## src/rtl/alu_rr_sched.sv

```systemverilog
// alu_rr_sched
//   Shares one registered 8-bit ALU among NREQ requesters. Requests are
//   granted round-robin. Each accepted operation is issued to the ALU, its
//   registered result is captured, and the result goes back to the owning
//   requester over a valid/ready response channel.
//   A divide by zero (when DIV_ZERO_CHECK=1) is answered locally with
//   rsp_err=1 and data 9'h1FF. It never reaches the ALU.
// Ports
//   clk, rst_n            clock (rising edge) and async active-low reset
//   req_valid/req_ready   per-requester request handshake (ready is one-hot)
//   req_ctl/req_a/req_b   packed per-requester opcode and operands
//   rsp_valid/rsp_ready   per-requester response handshake (valid is one-hot)
//   rsp_data/rsp_err      response payload {cout,q} and divide-by-zero flag
//   alu_ctl/alu_a/alu_b   registered ALU inputs
//   alu_q/alu_cout        registered ALU result
//   busy                  high whenever an operation is in flight
module alu_rr_sched #(
  parameter int NREQ           = 4,
  parameter bit DIV_ZERO_CHECK = 1'b1
) (
  input  logic                clk,
  input  logic                rst_n,
  input  logic [NREQ-1:0]     req_valid,
  output logic [NREQ-1:0]     req_ready,
  input  logic [3*NREQ-1:0]   req_ctl,
  input  logic [8*NREQ-1:0]   req_a,
  input  logic [8*NREQ-1:0]   req_b,
  output logic [NREQ-1:0]     rsp_valid,
  input  logic [NREQ-1:0]     rsp_ready,
  output logic [8:0]          rsp_data,
  output logic                rsp_err,
  output logic [2:0]          alu_ctl,
  output logic [7:0]          alu_a,
  output logic [7:0]          alu_b,
  input  logic [7:0]          alu_q,
  input  logic                alu_cout,
  output logic                busy
);

  localparam int PW = (NREQ > 1) ? $clog2(NREQ) : 1;

  typedef enum logic [1:0] {
    S_IDLE  = 2'd0,
    S_ISSUE = 2'd1,
    S_CAPT  = 2'd2,
    S_RESP  = 2'd3
  } state_t;

  state_t            r_state;
  state_t            w_next;
  logic [PW-1:0]     r_rr_ptr;
  logic [PW-1:0]     r_owner;
  logic [2:0]        r_alu_ctl;
  logic [7:0]        r_alu_a;
  logic [7:0]        r_alu_b;
  logic [8:0]        r_rsp_data;
  logic              r_rsp_err;
  logic [NREQ-1:0]   r_rsp_valid;

  logic              w_found;
  logic [PW-1:0]     w_grant;
  logic [PW-1:0]     w_idx;
  logic [2:0]        w_ctl;
  logic [7:0]        w_a;
  logic [7:0]        w_b;
  logic              w_div0;
  logic [NREQ-1:0]   w_req_ready;

  function automatic logic [NREQ-1:0] f_onehot(input logic [PW-1:0] idx);
    logic [NREQ-1:0] v;
    v      = '0;
    v[idx] = 1'b1;
    return v;
  endfunction

  // Round-robin search: first valid requester after the last grant.
  always_comb begin
    w_found = 1'b0;
    w_grant = '0;
    w_idx   = '0;
    for (int k = 1; k <= NREQ; k++) begin
      w_idx = PW'((int'(r_rr_ptr) + k) % NREQ);
      if (!w_found && req_valid[w_idx]) begin
        w_found = 1'b1;
        w_grant = w_idx;
      end else begin
        w_found = w_found;
      end
    end
  end

  // Fields of the granted request and the local divide-by-zero decision.
  always_comb begin
    w_ctl  = req_ctl[3*int'(w_grant) +: 3];
    w_a    = req_a[8*int'(w_grant) +: 8];
    w_b    = req_b[8*int'(w_grant) +: 8];
    w_div0 = DIV_ZERO_CHECK && (w_ctl == 3'b011) && (w_b == 8'd0);
  end

  // Next-state and accept strobe; ready is forced low while reset is applied.
  always_comb begin
    w_next      = r_state;
    w_req_ready = '0;
    case (r_state)
      S_IDLE: begin
        if (w_found) begin
          w_req_ready = f_onehot(w_grant) & {NREQ{rst_n}};
          w_next      = w_div0 ? S_RESP : S_ISSUE;
        end else begin
          w_next = S_IDLE;
        end
      end
      S_ISSUE: w_next = S_CAPT;
      S_CAPT:  w_next = S_RESP;
      S_RESP: begin
        if (rsp_ready[r_owner]) begin
          w_next = S_IDLE;
        end else begin
          w_next = S_RESP;
        end
      end
      default: w_next = S_IDLE;
    endcase
  end

  // State, arbitration pointer, ALU operand and response registers.
  always_ff @(posedge clk or negedge rst_n) begin
    if (!rst_n) begin
      r_state     <= S_IDLE;
      r_rr_ptr    <= PW'(NREQ - 1);
      r_owner     <= '0;
      r_alu_ctl   <= 3'd0;
      r_alu_a     <= 8'd0;
      r_alu_b     <= 8'd0;
      r_rsp_data  <= 9'd0;
      r_rsp_err   <= 1'b0;
      r_rsp_valid <= '0;
    end else begin
      r_state <= w_next;
      case (r_state)
        S_IDLE: begin
          if (w_found) begin
            r_owner  <= w_grant;
            r_rr_ptr <= w_grant;
            if (w_div0) begin
              // ALU inputs deliberately keep the previous operation.
              r_rsp_data  <= 9'h1FF;
              r_rsp_err   <= 1'b1;
              r_rsp_valid <= f_onehot(w_grant);
            end else begin
              r_alu_ctl <= w_ctl;
              r_alu_a   <= w_a;
              r_alu_b   <= w_b;
            end
          end
        end
        S_CAPT: begin
          r_rsp_data  <= {alu_cout, alu_q};
          r_rsp_err   <= 1'b0;
          r_rsp_valid <= f_onehot(r_owner);
        end
        S_RESP: begin
          if (rsp_ready[r_owner]) begin
            r_rsp_valid <= '0;
          end
        end
        default: begin
        end
      endcase
    end
  end

  assign req_ready = w_req_ready;
  assign rsp_valid = r_rsp_valid;
  assign rsp_data  = r_rsp_data;
  assign rsp_err   = r_rsp_err;
  assign alu_ctl   = r_alu_ctl;
  assign alu_a     = r_alu_a;
  assign alu_b     = r_alu_b;
  assign busy      = (r_state != S_IDLE);

endmodule

```

## config.mk

```make
export PLATFORM = sky130hd
export DESIGN_NAME = alu_rr_sched
export DESIGN_NICKNAME = d
export VERILOG_FILES = /design/src/rtl/alu_rr_sched.sv
export SDC_FILE = /design/constraint.sdc
export NUM_CORES = 1
export LEC_CHECK = 0
export ABC_AREA = 1
export BUFFER_PORTS_ARGS = -buffer_cell sky130_fd_sc_hd__buf_2
export CAP_MARGIN = 20
export CORE_MARGIN = 2
export CORE_UTILIZATION = 48
export CTS_BUF_LIST = sky130_fd_sc_hd__clkbuf_2
export DETAILED_ROUTE_END_ITERATION = 10
export PLACE_DENSITY = 0.82
export RECOVER_POWER = 50
export SKIP_CTS_REPAIR_TIMING = 1
export SYNTH_ARGS = -nofsm -noshare
export SYNTH_HDL_FRONTEND = slang
export SYNTH_SLANG_ARGS = --single-unit
```

## constraint.sdc

```tcl
create_clock -name clk -period 3.1 [get_ports clk]
set_input_delay 0.62 -clock clk [delete_from_list [all_inputs] [get_ports clk]]
set_output_delay 0.62 -clock clk [all_outputs]
set_load 0.01 [all_outputs]
```

======== Yosys cells after proc, flatten, opt, wreduce, memory -nomap -nowiden ========
Cells that the tools add are included.
storage, ports and cells
  bits of input ports ..................... 95
  register bits ........................... 39
operators by class
  bitwise logic cells ..................... 2
  equal/unequal tests ..................... 7
  muxes and demuxes ....................... 38
  add/sub/neg operators ................... 4
  multiply operators ...................... 1
  reduce and logical (&&, ||, !) cells .... 18
  order comparisons ....................... 8
  shift-type cells ........................ 3
operators by type and width
  kind                   number
  $shiftx A32 B6 Y8      2
  $mux W4                5
  $lt A2 B3 Y1 const B   6
  $mux W9                2
  $pmux W9 S2            1
  $mux W2                7
  $mux W1                13
  $pmux W4 S3            1
  $shiftx A12 B5 Y3      1
  $bmux W1 S2            5
  $logic_not A8 Y1       1
  $pmux W2 S4            1
  $logic_and A1 B1 Y1    6
  $ne A2 B2 Y1 const B   3
  $reduce_and A3 Y1      2
  $add A2 B1 Y2 const B  2
  $add A2 B2 Y2 const B  2
  $and A4 B4 Y4          1
  $demux W1 S2           2
  $eq A2 B2 Y1 const B   2
  $ge A2 B1 Y1 const B   2
  $mul A2 B2 Y4 const A  1
  $reduce_and A4 Y1      1
  $reduce_bool A2 Y1     2
  8 further kinds        10

======== Longest topological paths before layout ========
Gate-level depths: netlist of run 1.
  word-level depth ........................ 20
  gate-level depth with buffers ........... 25

======== Worst setup path after synthesis of run 1 ========
OpenSTA, ideal clock, no wires.
  path kind ............................... register -> register
  from .................................... register r_rr_ptr[0]
  to ...................................... register r_alu_ctl[0], in the netlist alu_ctl[0]
  data arrival time ....................... 2.464 ns
  setup slack ............................. 0.511 ns
  stages on the path, launching flop included .. 21
  period minus slack after synthesis ...... 2.589 ns
  data required time ...................... 2.975 ns
  path through ............................ dfstp_2 buf_4 inv_4 nand2_1 nand2_1 nand2_1 nand2_1 nor2_4 nand3_2 nand3_2 buf_6 nor2_2 buf_2 nand2_1 nand4_1 nor2_2 nand2_4 nand2_2 buf_6 buf_6 o21ai_1
between the ends
  word-level cells in the longest chain between the ends .. 19
  elaborated cells on any way between the ends .. 34
  those cells by class .................... 4 x add/sub; 1 x mul; 1 x eq/ne; 2 x shift; 16 x mux; 1 x bitwise; 9 x reduce/logical
RTL lines
  what                                line  source
  start: declaration                  51    logic [PW-1:0] r_rr_ptr;
  start signal: assignment            130   r_rr_ptr <= PW'(NREQ - 1);
  start signal: assignment            144   r_rr_ptr <= w_grant;
  $add A2 B1 Y2                       82    w_idx = PW'((int'(r_rr_ptr) + k) % NREQ);
  $bmux W1 S2                         83    if (!w_found && req_valid[w_idx]) begin
  $mux W1 (implied by the code)       83
  $mux W1                             83
  $logic_not A1 Y1                    83
  $logic_and A1 B1 Y1                 83
  $mux W1                             83
  $logic_not A1 Y1                    83
  [3 not listed]                      -
  $logic_and A1 B1 Y1                 83
  $mux W2                             83
  $mul A2 B2 Y4                       94    w_ctl = req_ctl[3*int'(w_grant) +: 3];
  $shiftx A12 B5 Y3                   94
  $eq A3 B2 Y1                        97    w_div0 = DIV_ZERO_CHECK && (w_ctl == 3'b011) && (w_b == 8'd0);
  $logic_and A1 B1 Y1                 97
  $not A1 Y1 (no source line)         -
  $reduce_and A3 Y1 (no source line)  -
  end signal: assignment              151   r_alu_ctl <= w_ctl;
  end: declaration                    53    logic [2:0] r_alu_ctl;
Parallel ways exist; a longest one is shown, timed or not. The select of a mux whose other input is x is not followed.
A chain may end at the register's enable or synchronous reset.

======== Final worst setup path of run 1 ========
  from .................................... register r_rr_ptr[0]
  to ...................................... output port req_ready[3]
between the ends
  word-level cells in the longest chain between the ends .. 20
  elaborated cells on any way between the ends .. 34
  those cells by class .................... 4 x add/sub; 2 x order compare; 20 x mux; 1 x bitwise; 7 x reduce/logical
RTL lines
  what                                                                line  source
  $add A2 B1 Y2                                                       82
  $bmux W1 S2                                                         83
  $mux W1 (implied by the code)                                       83
  $mux W1                                                             83
  $logic_not A1 Y1                                                    83
  $logic_and A1 B1 Y1                                                 83
  $mux W1                                                             83
  $logic_not A1 Y1                                                    83
  [4 not listed]                                                      -
  $mux W2                                                             83
  $lt A2 B3 Y1 (implied by the code) or $ge A2 B1 Y1 (tied branches)  72    v[idx] = 1'b1;
  $logic_and A1 B1 Y1 (implied by the code)                           72
  $mux W1 (implied by the code)                                       72
  $demux W1 S2                                                        72
  $and A4 B4 Y4                                                       107   w_req_ready = f_onehot(w_grant) & {NREQ{rst_n}};
  $mux W4 (*)                                                         106   if (w_found) begin
  $mux W4 (*)                                                         104   case (r_state)
  end: declaration                                                    24    output logic [NREQ-1:0] req_ready,
Every way passes the cells marked *; elsewhere a longest branch is shown, timed or not. The select of a mux whose other input is x is not followed.

==> metrics.txt, run 1 <==
outcome completed; Longest Clk Path Bufs 2; crit path kind register to primary output; DRT iter0 DRCs 183; Die Ht 78.3 microns; Yosys reg bits 39; hold_ws roughly 0.29 ns; fin nets 653; drt wl/cell about 13 microns; Setup crit start kind register; Flop pwr share 16.5%; CTS tree yes; remaining antenna violation count after routing 0; Layout area overhead 45.2%; post-place instance area 0.00339 sq mm; GRT Residual Overflow 0; Worst Max-Slew Pin Slew 0.619 ns; Seq/Total Area, Yosys 37.0%; GR Layer Usage met2 about two fifths; clock transition at the registers of the reported paths 0.21 ns; # rows 27; Area contributors post-synth dfrtp_1 (35%), nand2_1 (27%), nand3_1 (6.1%); H-tree depth 2; Clock Skew 0.0166 ns; largest net degree at the start of global routing 40; first-pass GRT wire length 12.3 mm; Yosys cell types 28; Final Hold Viols 0; synthesized area per cell 6.62 sq um; critical-path maximum fanout 5; P_leak 2.16 nW; GP Congestion 0.899; Filler Cell Count 469; layout cells sized above 1 between 40% and 50%; period utilisation layout 99.7%; initial antenna violation count 0; relative slew slack between 50% and 60%; I/O pins 133; clk root buf clkbuf_2; Cells after Synth 400; pwr/cell area ~1400 mW/mm^2; clock network fraction of total power 5.5%; Port Buffers 132; VDD IR max between 1 and 1.5 mV; worst hold path type primary input to asynchronous set/reset pin; Sw Ratio ~53%; most frequent cells in the layout nand2_1 (164), buf_2 (114), dfrtp_1 (37); cell area after layout 0.00384 sq mm; Clock Sinks 39; Initial Utilization 49.0%; Core ar. 0.00541 sq mm; share of the synthesized area in the top cell type 35.0%; ANT cells 0; vias per cell between 5 and 6; most common cell after layout, fill and taps aside nand2_1; Max Transition Viols Final 0; Total GRT Usage 24.5%; Cell Chain, Critical Path buf_12 > clkinvlp_4 > nand2_2 > nand3_2 > nand2_2 > nor2_4 > buf_6 > nand3_4 > nand3_4 > nor2_4 > buf_6 > inv_4 > nor2_4 > buf_6; combinational fraction of design power 78.0%; RSZ-0062 raised after global routing yes; GR Layer Usage met3 3.79%; MaxCap Viol Count 0; hpwl dp 5.62 mm; Critical Path Max Stage Delay 0.61 ns; final WL 8.12 mm; Most Used Layer, Global Route met2; Final Setup Violations 0; cell internal pwr 2.59 mW; Crit. End Element primary output; Yosys top cell by area dfrtp_1; syn_nets 495; CP arrival 2.47 ns; Achievable Freq 0.323 GHz; Required @ worst endpoint 2.48 ns; DRC 0; Switch Pwr 2.94 mW; die area 0.00612 sq mm; met1 usage 32.3%; Mapped Area 0.00265 sq mm; Worst-Skew Late Latency 0.40 ns; CTS buffer count 5; critical path's slowest cell dfstp_2; routed vias 3239; drt first pass iters 5; vias in the first global route about 2800; die width 78.3 microns; yosys warns 0; post-route minimum period 3.09 ns
-- cell type report --
type	count	area, sq um	share of cell area [%]
clock buffers	5	25.0	0.651
clock inverters	3	38.8	1.01
inverters	25	104	2.70
multi-input cells	318	1640	42.8
flip-flops and latches	39	978	25.5
well taps	72	90.1	2.34
repair buffers	168	956	24.9
repair inverters	1	7.51	0.195
-- metrics by stage --
stage	total power [mW]	TNS [ns]	std cells	worst slack, ns	utilization (%)
final	5.53	0	631	0.00861	71.1
after global routing	6.07	-2.35	631	-0.129	71.1
after CTS	4.60	-0.461	608	-0.132	63.9
after detailed placement	4.29	-0.0632	600	-0.0262	62.8
after global placement	4.22	0	600	0.0544	62.8
after floorplan	3.46	0	400	0.511	-
-- synthesized netlist by cell type (all sizes together) --
master	n
clkinv	1
clkbuf	3
a22oi	8
buf	15
dfstp	2
inv	24
nand4	12
nand3	34
nor4	1
o21ai	18
o32ai	4
nor2	23
a21oi	12
nand2	196
dfrtp	37
or2	10
-- power by group through the flow --
stage	clock network [mW]	registers [mW]	logic [mW]
after detailed placement	0	0.929	3.36
after CTS	0.308	0.919	3.37
final	0.305	0.911	4.31
after global placement	0	0.928	3.29
after floorplan	0	0.978	2.48
after global routing	0.337	0.940	4.79
-- final timing paths --
kind / startpoint / to / slack (ns) / cells after the start
max: r_rr_ptr[0] / req_ready[3] / 0.009 / 14
min: rst_n / rsp_data[1] / 0.29 / 2
max reg2reg: r_rr_ptr[0] / rsp_data[4] / 0.09 / 21
min reg2reg: alu_ctl[2] / alu_ctl[2] / 0.51 / 2
max in group asynchronous: rst_n / r_rr_ptr[1] / 2.44 / 2
min in group clk: alu_q[1] / rsp_data[1] / 0.48 / 4
-- cells by family after synthesis --
group                  count (synthesis)  synth area share, %
buffers and inverters                 43                 8.27
DFF                                   39                 37.0
AOI/OAI and AO/OA                     42                 9.27
and+or+nand+nor                      276                 45.5
-- metal layers --
metal,share of wire [%],wire [microns],up-vias
met5,0,0,-
li1,-,-,1603
met2,51,4130,131
met4,1.4,115,0
met1,41,3370,1493
met3,6.2,506,12
-- registers in the layout, indices dropped and copies added, names as in the netlist --
| register | count |
|---|---|
| alu_a | 8 |
| alu_b | 8 |
| alu_ctl | 3 |
| r_owner | 2 |
| r_rr_ptr | 2 |
| r_state | 2 |
| rsp_data | 9 |
| rsp_err | 1 |
| rsp_valid | 4 |
-- worst max-delay path, delay by kind of cell, from the launching register on --
family | cells | cell delay, ns
AND/OR/NAND/NOR | 8 | 0.82
buffers and inverters | 6 | 0.64
flip-flops | 1 | 0.61
(Power assumes the default switching activity.)
==> run 2, diff against run 1 <==
--- a/config.mk
+++ b/config.mk
@@ -9,10 +9,10 @@
 export BUFFER_PORTS_ARGS = -buffer_cell sky130_fd_sc_hd__buf_2
 export CAP_MARGIN = 20
 export CORE_MARGIN = 2
-export CORE_UTILIZATION = 48
+export CORE_UTILIZATION = 43
 export CTS_BUF_LIST = sky130_fd_sc_hd__clkbuf_2
 export DETAILED_ROUTE_END_ITERATION = 10
-export PLACE_DENSITY = 0.82
+export PLACE_DENSITY = 0.77
 export RECOVER_POWER = 50
 export SKIP_CTS_REPAIR_TIMING = 1
 export SYNTH_ARGS = -nofsm -noshare
==> constraint.sdc (replaced) <==
create_clock -name clk -period 2.55 [get_ports clk]
set_input_delay 0.51 -clock clk [delete_from_list [all_inputs] [get_ports clk]]
set_output_delay 0.51 -clock clk [all_outputs]
set_load 0.01 [all_outputs]
==> run 2 against run 1 <==
Effect of this change: the run now ends with capacitance limit, slew limit, setup timing left; final cell count up 2.1%; clock-buffer cell count unchanged; design area up 0.36%; sequential cell count unchanged; critical path depth up 1; worst hold slack better by 0.067 ns; first-iteration DRC count down 17%; routed wire length up 1.7%; total power up 24%; combinational power up 24%.
==> metrics.txt, run 2 (same netlist as run 1, synthesis figures left out) <==
ANT cells 0; drt first pass iters 4; critical-path maximum fanout 8; Setup crit start kind register; largest net degree at the start of global routing 40; CTS tree yes; DRC 0; I/O pins between 100 and 150; hold_sp alu_q[5]; Required @ worst endpoint roughly 2 ns; TNS Setup -11.80 ns; clk root buf clkbuf_2; most frequent cells in the layout nand2_1 (169), buf_2 (132), buf_4 (42); Final Setup Violations 38; final WL between 8 and 9 mm; hold_ws 0.353 ns; Design Power about 7 mW; vias in the first global route 2925; drt wl/cell 12.8 microns; worst hold path type primary input to register; post-route minimum period 2.97 ns; DRT iter0 DRCs 151; Worst Max-Slew Pin Slew 2.14 ns; initial antenna violation count 0; post-place instance area 0.00360 sq mm; Crit. End Element primary output; Layout area overhead 45.7%; cell area after layout just under 0.004 sq mm; cell internal pwr 3.42 mW; combinational fraction of design power 78.3%; Port Buffers 132; Max Transition Viols Final 40; hpwl dp 6.21 mm; Switch Pwr 3.44 mW; # rows 28; GP Congestion 0.893; CP arrival 2.46 ns; first-pass GRT wire length 12.7 mm; layout cells sized above 1 a little over two fifths; CP Launch Point r_rr_ptr[0]; die width 82.5 microns; Core ar. 0.00592 sq mm; die area 0.00680 sq mm; fin nets approximately 660; Final Hold Viols 0; Initial Utilization 44.7%; pwr/cell area approximately 1800 mW/mm^2; period utilisation layout 117%; crit path kind register to primary output; P_leak 2.24 nW; Flop pwr share 16.0%; VDD IR max 1.11 mV; H-tree depth 2; Filler Cell Count 561; Achievable Freq between 0.3 and 0.4 GHz; clock transition at the registers of the reported paths 0.23 ns; remaining antenna violation count after routing 0; max FFs per register 9; Worst R2R Start r_rr_ptr[0]; outcome finished with violations; MaxCap Viol Count 1; Finished Core Util 65.1%; Die Ht between 80 and 90 microns; RSZ-0062 raised after global routing yes; Clock Sinks 39; Sw Ratio 50.1%; Worst-Skew Late Latency 0.41 ns; Clock Skew 0.0181 ns; Total GRT Usage 24.0%; worst setup margin -0.423 ns; clock network fraction of total power around 5.7%; relative slew slack -42.5%; GRT Residual Overflow 0; Longest Clk Path Bufs 2; most common cell after layout, fill and taps aside nand2_1; vias per cell 5.04; failing checks capacitance limit, slew limit, setup timing; CTS buffer count 5; routed vias approximately 3200
-- run 2: cell type report --
class / count / area, sq um / area share, %
multi-input combinational: 318 / 1570 / 40.8
clock buffer: 5 / 25.0 / 0.649
tap: 75 / 93.8 / 2.43
clock inverter: 3 / 43.8 / 1.14
inverter: 25 / 96.3 / 2.50
timing repair buffer: 179 / 1050 / 27.2
sequential: 39 / 978 / 25.4
-- run 2: power by group through the flow --
stage	clock, mW	combinational (mW)	sequential (mW)
finish	0.394	5.36	1.10
global placement	0	4.75	1.10
detailed placement	0	4.87	1.11
global route	0.437	6.03	1.13
CTS	0.398	4.89	1.10
floorplan	0	3.02	1.19
-- run 2: final timing paths --
| kind | endpoint | slack [ns] | cells after the start |
|---|---|---|---|
| max | req_ready[3] | -0.42 | 15 |
| min | rsp_data[5] | 0.35 | 4 |
| max reg2reg | rsp_data[7] | -0.37 | 22 |
| min reg2reg | alu_b[3] | 0.49 | 2 |
| max in group asynchronous | r_state[0] | 0.54 | 2 |
| min in group asynchronous | alu_b[5] | 0.80 | 2 |
-- run 2: critical path, stage by stage, from the launching register on --
cell and delay [ns]:
dfstp_2 0.65, inv_4 0.08, nand2_1 0.07, nand2_1 0.11, nand2_2 0.11, nand2_4 0.06
inv_2 0.07, nand2_1 0.06, nand2_2 0.09, nand3_4 0.12, nor2_4 0.14, buf_4 0.12
buf_4 0.10, inv_1 0.05, nor2_1 0.08, buf_2 0.13
-- run 2: per-stage QoR --
stage / setup WS (ns) / instances
6_report: -0.423 / 644
5_1_grt: -0.595 / 644
4_1_cts: -0.435 / 638
3_5_place_dp: -0.227 / 630
3_3_place_gp: -0.127 / 630
2_1_floorplan: 0.00671 / 400
-- run 2: metal layers --
| layer | global-route usage (%) | routed length [microns] |
|---|---|---|
| met2 | 40.3 | 4040 |
| met3 | 3.37 | 492 |
| met4 | 10.5 | 245 |
| met1 | 30.5 | 3480 |
| met5 | 0 | 0 |
